### config.mk
export PLATFORM = sky130hd
export DESIGN_NAME = tx_sched_cmd_arb
export DESIGN_NICKNAME = d
export VERILOG_FILES = /design/src/rtl/tx_sched_cmd_arb_pkg.sv /design/src/rtl/tx_sched_cmd_arb_rr_pick_ptr.sv /design/src/rtl/tx_sched_cmd_arb.sv
export SDC_FILE = /design/constraint.sdc
export NUM_CORES = 1
export LEC_CHECK = 0
export ABC_CLOCK_PERIOD_IN_PS = 5200
export BUFFER_PORTS_ARGS = -buffer_cell sky130_fd_sc_hd__buf_2
export CAP_MARGIN = 10
export CORE_ASPECT_RATIO = 0.6
export CORE_MARGIN = 1
export CORE_UTILIZATION = 46
export CTS_CLUSTER_SIZE = 16
export DETAILED_ROUTE_END_ITERATION = 7
export PLACE_DENSITY = 0.95
export SLEW_MARGIN = 20
export SYNTH_ARGS = -nofsm -noshare
export SYNTH_HDL_FRONTEND = slang
export SYNTH_SLANG_ARGS = --single-unit
### constraint.sdc
create_clock -name clk -period 5.2 [get_ports clk]
set_clock_uncertainty 0.15 [all_clocks]
set_input_delay 0.78 -clock clk [delete_from_list [all_inputs] [get_ports clk]]
set_output_delay 0.78 -clock clk [all_outputs]
set_load 0.005 [all_outputs]
### src/rtl/tx_sched_cmd_arb_pkg.sv
// Shared types for the tx scheduler command arbiter: the sched_cmd_struct layout,
// per-field set/clear opcodes and helpers used when merging commands.
package tx_sched_cmd_arb_pkg;

  localparam int FLOWID_W = 8;
  localparam int TS_W     = 16;

  typedef enum logic [1:0] {
    SC_NOP   = 2'd0,
    SC_SET   = 2'd1,
    SC_CLEAR = 2'd2
  } set_clear_e;

  typedef struct packed {
    set_clear_e      cmd;
    logic [TS_W-1:0] ts;
  } pend_sc_t;

  typedef struct packed {
    logic [FLOWID_W-1:0] flowid;
    pend_sc_t            ack_pend;
    pend_sc_t            data_pend;
    pend_sc_t            rt_pend;
  } sched_cmd_struct;

  localparam int SCHED_CMD_W = $bits(sched_cmd_struct);

  // Two field updates can share one command if at most one acts, or both act identically.
  function automatic logic sc_compat(pend_sc_t a, pend_sc_t b);
    return (a.cmd == SC_NOP) || (b.cmd == SC_NOP) || (a == b);
  endfunction

  function automatic pend_sc_t sc_merge(pend_sc_t a, pend_sc_t b);
    return (a.cmd != SC_NOP) ? a : b;
  endfunction

endpackage

### src/rtl/tx_sched_cmd_arb_rr_pick_ptr.sv
// Round-robin pick: first valid source at or after rr_ptr, wrapping at NUM_SRC.
module rr_pick_ptr #(
  parameter int NUM_SRC   = 3,
  parameter int SRC_IDX_W = $clog2(NUM_SRC)
) (
  input  logic [NUM_SRC-1:0]   val,
  input  logic [SRC_IDX_W-1:0] rr_ptr,
  output logic [SRC_IDX_W-1:0] winner,
  output logic                 any_val
);

  int idx;

  // Scan farthest-first so the closest valid source to rr_ptr is written last.
  always_comb begin
    winner  = '0;
    any_val = |val;
    idx     = 0;
    for (int k = NUM_SRC - 1; k >= 0; k--) begin
      idx = int'(rr_ptr) + k;
      if (idx >= NUM_SRC) idx = idx - NUM_SRC;
      if (val[SRC_IDX_W'(idx)]) winner = SRC_IDX_W'(idx);
    end
  end

endmodule

### src/rtl/tx_sched_cmd_arb.sv
// Round-robin arbiter sharing the tx scheduler command port between engines.
// Optional same-flow command merging is enabled by defining TX_SCHED_ARB_MERGE_EN.
module tx_sched_cmd_arb
  import tx_sched_cmd_arb_pkg::*;
#(
  parameter int NUM_SRC = 3
) (
  input  logic                                  clk,
  input  logic                                  rst,
  input  logic [NUM_SRC-1:0]                    src_arb_cmd_val,
  input  logic [NUM_SRC-1:0][SCHED_CMD_W-1:0]   src_arb_cmd_data,
  output logic [NUM_SRC-1:0]                    arb_src_cmd_rdy,
  output logic                                  arb_tx_sched_cmd_val,
  output logic [SCHED_CMD_W-1:0]                arb_tx_sched_cmd_data,
  input  logic                                  tx_sched_arb_cmd_rdy
);

  localparam int SRC_IDX_W = $clog2(NUM_SRC);

  typedef enum logic {ARB_EMPTY, ARB_FULL} arb_state_e;

  arb_state_e             state;
  logic [SRC_IDX_W-1:0]   rr_ptr;
  logic [SRC_IDX_W-1:0]   winner;
  logic                   any_val;
  logic                   load_en;
  logic                   load;
  logic [NUM_SRC-1:0]     grant;
  logic [SCHED_CMD_W-1:0] load_data;

  rr_pick_ptr #(
    .NUM_SRC   (NUM_SRC),
    .SRC_IDX_W (SRC_IDX_W)
  ) u_pick (
    .val     (src_arb_cmd_val),
    .rr_ptr  (rr_ptr),
    .winner  (winner),
    .any_val (any_val)
  );

  // A full stage being drained this cycle can take a new command in the same cycle.
  assign load_en = (state == ARB_EMPTY) | tx_sched_arb_cmd_rdy;
  assign load    = load_en & any_val;

`ifdef TX_SCHED_ARB_MERGE_EN
  sched_cmd_struct acc;
  sched_cmd_struct cand;

  // Fold later sources into the winner in index order so each field has at most one actor.
  always_comb begin
    grant         = '0;
    grant[winner] = load;
    acc           = sched_cmd_struct'(src_arb_cmd_data[winner]);
    cand          = '0;
    for (int i = 0; i < NUM_SRC; i++) begin
      cand = sched_cmd_struct'(src_arb_cmd_data[i]);
      if (load && src_arb_cmd_val[i] && (i != int'(winner)) &&
          (cand.flowid == acc.flowid) &&
          sc_compat(acc.ack_pend, cand.ack_pend) &&
          sc_compat(acc.data_pend, cand.data_pend) &&
          sc_compat(acc.rt_pend, cand.rt_pend)) begin
        acc.ack_pend  = sc_merge(acc.ack_pend, cand.ack_pend);
        acc.data_pend = sc_merge(acc.data_pend, cand.data_pend);
        acc.rt_pend   = sc_merge(acc.rt_pend, cand.rt_pend);
        grant[i]      = 1'b1;
      end
    end
    load_data = acc;
  end
`else
  always_comb begin
    grant         = '0;
    grant[winner] = load;
    load_data     = src_arb_cmd_data[winner];
  end
`endif

  assign arb_src_cmd_rdy = rst ? '0 : grant;

  always_ff @(posedge clk or posedge rst) begin
    if (rst) begin
      state                 <= ARB_EMPTY;
      arb_tx_sched_cmd_val  <= 1'b0;
      arb_tx_sched_cmd_data <= '0;
      rr_ptr                <= '0;
    end else if (load) begin
      state                 <= ARB_FULL;
      arb_tx_sched_cmd_val  <= 1'b1;
      arb_tx_sched_cmd_data <= load_data;
      rr_ptr                <= (winner == SRC_IDX_W'(NUM_SRC - 1)) ? '0
                                                                   : winner + SRC_IDX_W'(1);
    end else if ((state == ARB_FULL) && tx_sched_arb_cmd_rdy) begin
      state                 <= ARB_EMPTY;
      arb_tx_sched_cmd_val  <= 1'b0;
    end
  end

endmodule

=== Word-level counts from Yosys, hierarchy flattened ===
Index checks and enable logic that the tools add are counted.

* Bits in registers: 65
* Output and inout port bits: 66
* Word-level logic and storage cells: 49

* Add/sub/neg operators: 6
* Magnitude comparators: 8
* Eq/ne operators: 1
* Muxes and demuxes: 23
* Bitwise gates (word level): 4
* Reductions and logical operators: 4

{| class="wikitable"
|+ Operators with widths
! cell !! count
|-
| 62-bit binary-select mux with 2-bit select || 1
|-
| 62-bit two-way mux || 1
|-
| 2-bit two-way mux || 7
|-
| 2-bit by 4-bit less-than comparator with 1-bit output (second input constant) || 3
|-
| 1-bit two-way mux || 9
|-
| 1-bit binary-select mux with 2-bit select || 3
|-
| 3-bit by 2-bit greater-or-equal comparator with 1-bit output (second input constant) || 2
|-
| 2-bit by 1-bit subtractor with 2-bit output (second input constant) || 2
|-
| 2-bit by 1-bit adder with 3-bit output (second input constant) || 1
|-
| 2-bit by 2-bit adder with 3-bit output (second input constant) || 1
|-
| 3-bit AND || 1
|-
| 2-bit by 3-bit less-than comparator with 1-bit output (second input constant) || 1
|-
| 3-bit two-way mux || 1
|-
| 3-bit OR reduction || 1
|-
| 2-bit by 1-bit adder with 2-bit output (second input constant) || 1
|-
| 1-bit demux with 2-bit select || 1
|-
| 2-bit == test (second input constant) || 1
|-
| 2-bit by 1-bit greater-or-equal comparator with 1-bit output (second input constant) || 1
|-
| 2-bit greater-or-equal comparator (second input constant) || 1
|-
| 1-bit logical AND || 2
|-
| 2-bit nonzero test || 1
|-
| 2-bit subtractor (second input constant) || 1
|-
| 1-bit AND || 1
|-
| 1-bit inverter || 1
|-
| 1-bit OR || 1
|}

=== Longest topological paths before layout ===
Gate-level depths: netlist of run 1.

* Depth in word-level cells: 15
* Gate-level depth with buffers: 10
* Mapped depth without buffers: 7

=== Modules after synthesis ===
A second synthesis of run 1 with hierarchy kept.

* Cell total of the unflattened synthesis: 450
* Area total of the unflattened synthesis: 4103.9 sq um

{| class="wikitable"
|+ By module, submodules not included
! module !! instances !! cells an instance !! area an instance (sq um)
|-
| tx_sched_cmd_arb || 1 || 430 || 3953.8
|-
| rr_pick_ptr || 1 || 20 || 150.1
|}

=== Worst setup path before layout of run 1 ===
OpenSTA, ideal clock, no wires.

* Kind: input-to-output
* Start: in rst
* End: out arb_src_cmd_rdy[2]
* Data arrival time: 2.492 ns
* Slack: 1.778 ns
* Stages: 2
* Path through: inv_1 and3_1

* Cells in the longest elaborated chain, start to end: 1

{| class="wikitable"
|+ RTL lines
! item !! line !! RTL
|-
| start, declared || tx_sched_cmd_arb.sv:9 || <nowiki>input logic rst,</nowiki>
|-
| 3-bit two-way mux || tx_sched_cmd_arb.sv:78 || <nowiki>assign arb_src_cmd_rdy = rst ? '0 : grant;</nowiki>
|-
| end, declared || tx_sched_cmd_arb.sv:12 || <nowiki>output logic [NUM_SRC-1:0] arb_src_cmd_rdy,</nowiki>
|}

No other way between the ends.

=== Worst setup path in the final report of run 1 ===
* Start: reg rr_ptr[1]
* End: out arb_src_cmd_rdy[2]

* Cells in the longest elaborated chain, start to end: 15
* Elaborated cells between the ends (all ways): 30

{| class="wikitable"
|+ RTL lines
! item !! line !! RTL
|-
| start, declared || tx_sched_cmd_arb.sv:23 || <nowiki>logic [SRC_IDX_W-1:0] rr_ptr;</nowiki>
|-
| start signal, assigned || tx_sched_cmd_arb.sv:90 || <nowiki>rr_ptr <= (winner == SRC_IDX_W'(NUM_SRC - 1)) ? '0</nowiki>
|-
| 2-bit by 2-bit adder with 3-bit output || tx_sched_cmd_arb_rr_pick_ptr.sv:20 || <nowiki>idx = int'(rr_ptr) + k;</nowiki>
|-
| 3-bit by 2-bit greater-or-equal comparator with 1-bit output or 2-bit by 1-bit subtractor with 2-bit output (tied branches) || tx_sched_cmd_arb_rr_pick_ptr.sv:21 || <nowiki>if (idx >= NUM_SRC) idx = idx - NUM_SRC;</nowiki>
|-
| 2-bit two-way mux || tx_sched_cmd_arb_rr_pick_ptr.sv:21 ||
|-
| 1-bit binary-select mux with 2-bit select || tx_sched_cmd_arb_rr_pick_ptr.sv:22 || <nowiki>if (val[SRC_IDX_W'(idx)]) winner = SRC_IDX_W'(idx);</nowiki>
|-
| 1-bit two-way mux (implied by the code) (2 in series) || tx_sched_cmd_arb_rr_pick_ptr.sv:22 ||
|-
| 2-bit two-way mux (2 in series) || tx_sched_cmd_arb_rr_pick_ptr.sv:22 ||
|-
| 2-bit two-way mux * || tx_sched_cmd_arb_rr_pick_ptr.sv:22 ||
|-
| 2-bit by 3-bit less-than comparator with 1-bit output (implied by the code) or 2-bit by 1-bit greater-or-equal comparator with 1-bit output (tied branches) || tx_sched_cmd_arb.sv:73 || <nowiki>grant[winner] = load;</nowiki>
|-
| 1-bit logical AND (implied by the code) || tx_sched_cmd_arb.sv:73 ||
|-
| 1-bit two-way mux (implied by the code) || tx_sched_cmd_arb.sv:73 ||
|-
| 1-bit demux with 2-bit select * || tx_sched_cmd_arb.sv:73 ||
|-
| 3-bit AND (no line) * || - ||
|-
| 3-bit two-way mux * || tx_sched_cmd_arb.sv:78 ||
|}

Every way passes the cells marked *; elsewhere a longest branch is shown, timed or not. The select of a mux whose other input is x is not followed.

==> out/metrics.yaml, run 1 <==
outcome:
  status: "complete, no violations"
synthesis:
  synthesis.instances: 456
  synth-seq-area-share_pct: 41.6
  syn_area_um2: 3910
  syn_nets: 651
  synth_cell_types: 34
  yosysWarningCount: 0
  avgSynthCellArea_um2: 8.57
  synth_seq_cells: 65
drt:
  via_per_inst: 5.65
  vias: 4519
  wl_um: 13100
  drcViolationCount: 0
  firstDrtPassIters: 4
  wire_per_inst_um: 16.3
  drt_iter0_drc: 258
  postRouteAntennaNets: 0
worst_setup_path:
  crit_family: "compound AO/OA/AOI/OAI gates"
  cp_max_fo: 26
  crit_path_end_kind: "output pin"
  path_cells: "inv_1 -> ha_1 -> mux2i_4 -> o21ai_0 -> a21oi_4 -> and3_1 -> buf_2"
  regToRegStartpoint: "rr_ptr[1]"
  cp_slowest_stage_delay_ps: 650
  crit_arrival_ps: 2690
  path_buf_inv: 2
  criticalPathCategory: "register to output pin"
  rr_endpoint: "arb_tx_sched_cmd_data[49]"
  rr_worst_depth: 8
  reg2reg_slack_ps: 1960
  crit_path_start_kind: "register"
  cp.required_ps: 4270
  critPathSlowestCell: "a21oi_4"
final_layout:
  diodes: 0
  area_growth_pct: 39.4
  postLayoutCoreUtil_pct: 67.8
  fin_area_um2: 5450
  drive_gt1_share_pct: 45.2
  nNetsFinal: 886
global_route:
  grt_antenna_before_repair: 0
  grt_max_degree: 66
  grt_pass1_vias: 4428
  gr-total-overflow: 0
  grtUsageTotal_pct: 29.4
  grt_pass1_wl_um: 20400
cts:
  clock_path_buffers: 2
  clk_latency_ps: 310
  cts_root_buf: "clkbuf_16"
  cts_hold_buf: 0
  cts.repair.resized: 0
  clk_pin_slew_ps: 50
  htree_levels: 3
  cts_tree: "yes"
  cts_setup_buffers: 0
  cts_sinks: 65
  cts_made_buffers: 9
worst_hold_path:
  holdPathStages: 1
  min_delay_worst_endpoint: "rr_ptr[0]"
  holdCritStartpoint: "rr_ptr[0]"
  min_path_type: "register to register"
die:
  fp.dieArea_um2: 8890
  initial_core_util_pct: 48.6
  rows: 25
  die_y_um: 73.4
  core_um2: 8040
  die_w_um: 121
  pin_count: 258
pwr:
  seqPwrFrac_pct: 30.8
  p_sw_share_pct: 42.3
  vdd_ir_drop_max_mv: 0.280
  p_sw_mw: 1.24
  leakagePower_nw: 2.59
  combPwrFrac_pct: 51.1
  p_int_mw: 1.70
  clkPwrFrac_pct: 18.0
  p_per_area_nw_per_um2: 540
job:
  max_cap_viol_count: 0
timing:
  min_period_over_period_pct: 69.6
  hold_viol_final: 0
  setup_tns_ps: 0
  slew_violations: 0
  tightest_slew_ps: 873
  slew_headroom_pct: 41.8
  grt_setup_unrepaired: "no"
  min_period_ps: 3620
  finalSetupViolCount: 0
  max_clock_freq_ghz: 0.276
placed_design:
  place_congestion: 0.924
  dpl_cell_area_um2: 5190
  dp_hpwl_um: 9310
  io_buffers: 257
-- synthesized netlist by cell type (all sizes together) --
cell       n  area [um^2]
a2111oi    1         8.76
o31a       1         8.76
nor4b      1         15.0
and2b      1         7.51
inv        5         18.8
o21a       1         7.51
buf       29          188
o22ai      1         12.5
a21oi      2         10.0
clkbuf    11         41.3
a22oi      1         7.51
mux2i      1         22.5
nand2    129          509
a31oi     62          475
nor2b      2         12.5
o31ai      1         21.3
nor4       2         12.5
o21ai      3         15.0
nor2      63          239
dfrtp     65         1630
a22o       2         17.5
nor3       2         15.0
o2bb2ai   62          543
nand2b     1         6.26
a21o       3         25.0
ha         3         37.5
and3       1         6.26
-- final cells by class --
| class | instances | area (um^2) |
|---|---|---|
| Clock inverter | 1 | 5.00 |
| Multi-Input combinational cell | 346 | 2070 |
| Inverter | 5 | 18.8 |
| Fill cell | 643 | 2590 |
| Timing Repair Buffer | 264 | 1340 |
| Clock buffer | 11 | 253 |
| Tap cell | 108 | 135 |
| Sequential cell | 65 | 1630 |
-- placed cells by master, fill, tap and decap left out, drive strengths merged --
cell type / instances
and2b: 1
a21oi: 2
nand2: 129
o31ai: 1
a22o: 2
o22ai: 1
o2bb2ai: 62
o21a: 1
buf: 264
inv: 5
nand2b: 1
o31a: 1
and3: 1
a22oi: 1
nor3: 2
a21o: 3
a31oi: 62
o21ai: 3
nor2b: 2
nor4: 2
clkinv: 1
mux2i: 1
clkbuf: 11
nor2: 63
nor4b: 1
ha: 3
a2111oi: 1
dfrtp: 65
-- sequential cells by signal (all words and copies together), names as in the netlist --
| name | count |
|---|---|
| arb_tx_sched_cmd_data | 62 |
| rr_ptr | 2 |
| state | 1 |
-- power groups by stage --
stage | Combinational (mW) | Sequential [mW] | Clock [mW]
2_1_floorplan | 1.00 | 0.915 | 0
3_3_place_gp | 1.45 | 0.895 | 0
6_report | 1.50 | 0.908 | 0.531
4_1_cts | 1.50 | 0.905 | 0.541
3_5_place_dp | 1.50 | 0.909 | 0
5_1_grt | 1.67 | 0.933 | 0.562
-- per-layer routing --
layer | part of all wire (%) | track usage (%) | wire length, um
met5 | 0 | 0 | 0
met3 | 9.0 | 7.38 | 1180
met2 | 49 | 52.7 | 6470
met4 | 2.0 | 9.60 | 263
met1 | 40 | 35.0 | 5170
-- through the flow --
| stage | setup slack (ps) | hold WS (ps) | cells | power (mW) |
|---|---|---|---|---|
| floorplan | 1780 | 350 | 456 | 1.92 |
| global placement | 1970 | 374 | 788 | 2.34 |
| detailed placement | 1820 | 394 | 788 | 2.41 |
| CTS | 1550 | 409 | 800 | 2.95 |
| global route | 1420 | 434 | 800 | 3.16 |
| finish | 1580 | 408 | 800 | 2.94 |
-- kinds of logic after synthesis --
family	share of synthesized area [%]
buffers and inverters	6.34
adders and majority gates	0.960
DFF	41.6
AOI/OAI and AO/OA	29.5
and+or+nand+nor	21.1
muxes	0.576
-- worst max path at each step --
stage               cells past startpoint  slack, ps                 end          startpoint
floorplan                               2       1780  arb_src_cmd_rdy[2]                 rst
global placement                        5       1970  arb_src_cmd_rdy[0]  src_arb_cmd_val[0]
detailed placement                      6       1820           rr_ptr[0]  src_arb_cmd_val[0]
CTS                                     7       1550  arb_src_cmd_rdy[2]           rr_ptr[1]
global route                            7       1420  arb_src_cmd_rdy[2]           rr_ptr[1]
finish                                  7       1580  arb_src_cmd_rdy[2]           rr_ptr[1]
Power figures use the tool's default switching activity.
==> run 2: changes to the inputs <==
ABC_AREA = 1   (was default)
ABC_CLOCK_PERIOD_IN_PS = 3600   (was 5200)
CORE_UTILIZATION = 44   (was 46)
PLACE_DENSITY = 0.9   (was 0.95)
clock period = 3.6 ns   (was 5.2 ns; I/O delays follow)
==> out/metrics.yaml, run 2 <==
worst_setup_path:
  crit_arrival_ps: 2280
  crit_path_start_kind: "register"
  crit_path_end_kind: "output pin"
  rr_endpoint: "arb_tx_sched_cmd_data[8]"
  cp.required_ps: 2910
  startpoint: "rr_ptr[0]"
  worstSetupEndpoint: "arb_src_cmd_rdy[1]"
  rr_worst_depth: 14
  cp_max_fo: 20
  regToRegStartpoint: "rr_ptr[0]"
  reg2reg_slack_ps: 910
  criticalPathCategory: "register to output pin"
die:
  initial_core_util_pct: 46.2
  rows: 27
  die_w_um: 130
  pin_count: 258
  fp.dieArea_um2: 10200
  die_y_um: 78.6
  core_um2: 9320
final_layout:
  layout_commonest_cell: "buf_2"
  area_growth_pct: 37.3
  multi_input_area_um2: 1970
  diodes: 0
  largestRegisters: "arb_tx_sched_cmd_data (62), rr_ptr (2), state (1)"
  fillers: 867
  nNetsFinal: 1089
  drive_gt1_share_pct: 32.4
  fin_area_um2: 5910
  final_cell_mix: "buf_2, nand3_1, inv_1, a21oi_1, nand2_1"
  top_register: "arb_tx_sched_cmd_data"
  largest_reg_flops: 62
  seqCellArea_um2: 1630
pwr:
  p_sw_mw: 2.61
  p_per_area_nw_per_um2: 921
  p_sw_share_pct: 48.0
  vdd_ir_drop_max_mv: 0.611
  combPwrFrac_pct: 60.1
  fin_total_pwr_mw: 5.45
  p_int_mw: 2.83
  clkPwrFrac_pct: 16.0
  seqPwrFrac_pct: 23.9
  leakagePower_nw: 3.48
drt:
  drcViolationCount: 0
  drt_iter0_drc: 351
  via_per_inst: 5.04
  wl_um: 13900
  firstDrtPassIters: 5
  postRouteAntennaNets: 0
  vias: 5185
  wire_per_inst_um: 13.5
timing:
  min_period_ps: 2970
  hold_ws_ps: 359
  hold_viol_final: 0
  finalSetupViolCount: 0
  max_clock_freq_ghz: 0.336
  tightest_slew_ps: 849
  grt_setup_unrepaired: "no"
  min_period_over_period_pct: 82.6
  fin_ws_ps: 628
  setup_tns_ps: 0
  slew_violations: 0
  slew_headroom_pct: 43.4
cts:
  cts.repair.resized: 0
  htree_levels: 3
  cts_made_buffers: 9
  cts_root_buf: "clkbuf_16"
  clock_path_buffers: 2
  cts_hold_buf: 0
  cts_tree: "yes"
  clk_latency_ps: 310
  clk_pin_slew_ps: 50
  cts_setup_buffers: 0
  cts_sinks: 65
synthesis:
  ys_top_cells_by_area: "dfrtp_1, nand3_1, a21oi_1"
  synth-main-ff-cell: "dfrtp_1"
  syn_nets: 857
  netlist.top_cell.by_area: "dfrtp_1"
  yosysWarningCount: 0
  synth_cell_types: 21
  yosys.area.top_type_share_pct: 37.8
  yosys-top-cells-count: "inv_1, nand3_1, a21oi_1"
  async_reset_ff_share_pct: 100
  syn_area_um2: 4300
  avgSynthCellArea_um2: 6.50
  synth-seq-area-share_pct: 37.8
  synth_edf_count: 0
  synthesis.instances: 662
  synth_seq_cells: 65
job:
  max_cap_viol_count: 0
global_route:
  top_usage_layer: "met2"
  grt_max_degree: 67
  grt_pass1_wl_um: 22100
  use_met2_pct: 47.1
  grt_antenna_before_repair: 0
  gr-total-overflow: 0
  grtUsageTotal_pct: 27.7
  grt_pass1_vias: 4707
  grt_use_met1_pct: 33.9
  use_met3_pct: 9.41
placed_design:
  place_congestion: 0.819
  dp_hpwl_um: 9480
  io_buffers: 257
  dpl_cell_area_um2: 5610
  pre_cts_ws_ps: 936
worst_hold_path:
  holdPathStages: 3
  min_path_type: "primary input to register"
outcome:
  status: "complete, no violations"
## run 2: through the flow
| step | cells | utilization [%] |
|---|---|---|
| final | 1028 | 63.4 |
| after global routing | 1028 | 63.4 |
| after CTS | 1028 | 63.4 |
| after detailed placement | 1013 | 60.2 |
| after global placement | 1013 | 60.2 |
| after floorplan | 662 | - |
## run 2: cell families (layout without fill, tap and decap cells)
| logic type | after synthesis | after routing | share of synthesized area (%) |
|---|---|---|---|
| buffers and inverters | 179 | 415 | 16.6 |
| flip-flops | 65 | 65 | 37.8 |
| AO/OA/AOI/OAI | 132 | 132 | 15.7 |
| AND/OR/NAND/NOR | 283 | 283 | 29.0 |
| adder cells (fa/ha/maj) | 3 | 3 | 0.872 |
## run 2: power groups by stage
| stage | Combinational (mW) | Sequential, mW | Clock (mW) |
|---|---|---|---|
| detailed placement | 3.28 | 1.30 | 0 |
| global route | 3.69 | 1.35 | 0.929 |
| global placement | 3.21 | 1.30 | 0 |
| finish | 3.27 | 1.30 | 0.874 |
| CTS | 3.28 | 1.30 | 0.887 |
| floorplan | 2.30 | 1.32 | 0 |
## run 2: cell type report
class | count | area share, %
clock buffers | 12 | 4.34
clock inverters | 3 | 0.678
inverters | 135 | 8.58
multi-input cells | 418 | 33.3
flip-flops and latches | 65 | 27.5
well taps | 130 | 2.75
repair buffers | 265 | 22.8
## run 2: routing by layer
layer	vias up	part of all wire [%]	routed length (um)
met1	2377	43	5960
met4	0	0.61	85
met2	246	47	6570
met3	10	9.4	1300
met5	-	0	0
li1	2552	-	-
## run 2: how the worst min path moves through the flow
| stage | start | end |
|---|---|---|
| after floorplan | state | state |
| after global placement | arb_tx_sched_cmd_data[60] | arb_tx_sched_cmd_data[60] |
| after detailed placement | arb_tx_sched_cmd_data[39] | arb_tx_sched_cmd_data[39] |
| after CTS | src_arb_cmd_val[1] | state |
| after global routing | src_arb_cmd_val[1] | state |
| final | src_arb_cmd_val[1] | state |
## run 2: worst max-delay path, cell delays in order (launching register included)
cell,delay [ps]
dfrtp_1,340
inv_1,70
ha_1,330
inv_1,90
nand2_1,90
nand3_1,90
nand2_1,110
nand2_1,60
nand3b_1,90
nand2_2,60
inv_2,260
nand3_1,150
nor2_1,100
buf_2,120
==> run 3: changes to the inputs <==
ABC_AREA = 0   (was 1)
ABC_CLOCK_PERIOD_IN_PS = 2400   (was 3600)
CORE_UTILIZATION = 39   (was 44)
PLACE_DENSITY = 0.87   (was 0.9)
clock period = 2.4 ns   (was 3.6 ns; I/O delays follow)
==> out/metrics.yaml, run 3 (synthesis results as in run 1) <==
worst_setup_path:
  crit_arrival_ps: 2070
  crit_path_start_kind: "register"
  criticalPathCategory: "register to output pin"
  cp_max_fo: 5
  cp.required_ps: 1890
  crit_path_end_kind: "output pin"
timing:
  max_clock_freq_ghz: 0.388
  slew_headroom_pct: 43.5
  hold_viol_final: 0
  slew_violations: 0
  setup_tns_ps: -755
  min_period_ps: 2580
  grt_setup_unrepaired: "yes"
  hold_ws_ps: 132
  finalSetupViolCount: 27
  min_period_over_period_pct: 107
  fin_ws_ps: -178
  tightest_slew_ps: 848
drt:
  firstDrtPassIters: 4
  postRouteAntennaNets: 0
  wl_um: 13900
  vias: 4608
  drcViolationCount: 0
  drt_iter0_drc: 176
  via_per_inst: 5.41
  wire_per_inst_um: 16.3
final_layout:
  final_cell_mix: "buf_2, nand2_1, dfrtp_1, nor2_1, o2bb2ai_1"
  drive_gt1_share_pct: 48.5
  top_register: "arb_tx_sched_cmd_data"
  largestRegisters: "arb_tx_sched_cmd_data (62), rr_ptr (2), state (1)"
  area_growth_pct: 51.8
  diodes: 0
  layout_commonest_cell: "buf_2"
  largest_reg_flops: 62
  seqCellArea_um2: 1630
  fin_area_um2: 5930
  fillers: 848
  multi_input_area_um2: 2140
  postLayoutCoreUtil_pct: 62.7
  nNetsFinal: 911
pwr:
  clkPwrFrac_pct: 19.6
  combPwrFrac_pct: 53.5
  fin_total_pwr_mw: 7.36
  vdd_ir_drop_max_mv: 0.482
  p_per_area_nw_per_um2: 1240
  p_sw_mw: 2.94
  seqPwrFrac_pct: 26.9
  p_sw_share_pct: 39.9
  leakagePower_nw: 2.78
  p_int_mw: 4.43
die:
  initial_core_util_pct: 41.3
  die_y_um: 79.6
  core_um2: 9460
  rows: 27
  fp.dieArea_um2: 10400
  die_w_um: 131
  pin_count: 258
job:
  max_cap_viol_count: 0
cts:
  clock_path_buffers: 2
  clk_latency_ps: 320
  cts_made_buffers: 9
  cts_sinks: 65
  cts_tree: "yes"
  clk_pin_slew_ps: 60
  htree_levels: 3
  cts_root_buf: "clkbuf_16"
  cts_hold_buf: 0
outcome:
  status: "complete, but fails checks"
  violations: "negative setup slack"
placed_design:
  dpl_cell_area_um2: 5420
  place_congestion: 0.901
  dp_hpwl_um: 10100
  io_buffers: 257
global_route:
  gr-total-overflow: 0
  grt_pass1_wl_um: 21900
  grt_max_degree: 66
  grtUsageTotal_pct: 26.4
  grt_pass1_vias: 4394
  grt_antenna_before_repair: 0
worst_hold_path:
  min_path_type: "primary input to register"
[run 3: power by group through the flow]
stage          Sequential, mW  Clock (mW)  Combinational (mW)
2_1_floorplan            1.98           0                2.18
3_3_place_gp             1.94           0                3.47
3_5_place_dp             1.96           0                3.61
4_1_cts                  1.97        1.46                3.70
5_1_grt                  2.04        1.50                4.30
6_report                 1.98        1.44                3.94
[run 3: area by class of cell]
cell class / instances / area share [%]
clock buffers: 14 / 4.45
clock inverters: 2 / 1.01
inverters: 5 / 0.380
multi-input cells: 346 / 36.1
flip-flops and latches: 65 / 27.5
well taps: 130 / 2.74
repair buffers: 289 / 27.9
[run 3: worst paths after layout]
| path | end | cells after the start | from | slack, ps |
|---|---|---|---|---|
| worst max-delay path | arb_src_cmd_rdy[1] | 7 | rr_ptr[0] | -180 |
| worst min-delay path | arb_tx_sched_cmd_data[50] | 3 | src_arb_cmd_data[50] | 130 |
| worst max register to register | arb_tx_sched_cmd_data[58] | 11 | rr_ptr[0] | -50 |
| worst min register to register | arb_tx_sched_cmd_data[40] | 2 | arb_tx_sched_cmd_data[40] | 410 |
| max in group asynchronous | rr_ptr[1] | 3 | rst | 1320 |
| min in group asynchronous | rr_ptr[0] | 3 | rst | 210 |
[run 3: stage by stage]
step	setup WS [ps]	std cells
6_report	-178	851
5_1_grt	-241	851
4_1_cts	-160	844
3_5_place_dp	-180	825
3_3_place_gp	-14.8	825
2_1_floorplan	57.4	456
[run 3: worst max-delay path: stages, from the launching register on]
cell and delay (ps):
dfrtp_2 440, inv_2 100, ha_4 220, a21o_4 200
nor3_4 240, o31ai_4 90, nor4_2 290, buf_2 160
[run 3: layer usage]
layer | global-route usage, % | part of all wire [%] | up-vias
met1 | 32.0 | 41 | 2174
met4 | 8.02 | 2.0 | 0
met5 | 0 | 0 | -
met3 | 7.30 | 8.1 | 28
li1 | - | - | 2153
met2 | 46.2 | 49 | 253
[run 3: repair_timing]
item / in CTS / in global routing
pin swaps: 1 / 7
endpoints found under the setup margin: 67 / 67
setup buffers: 3 / 7
gates resized for setup: 9 / 20
endpoints found under the hold margin: 0 / 0
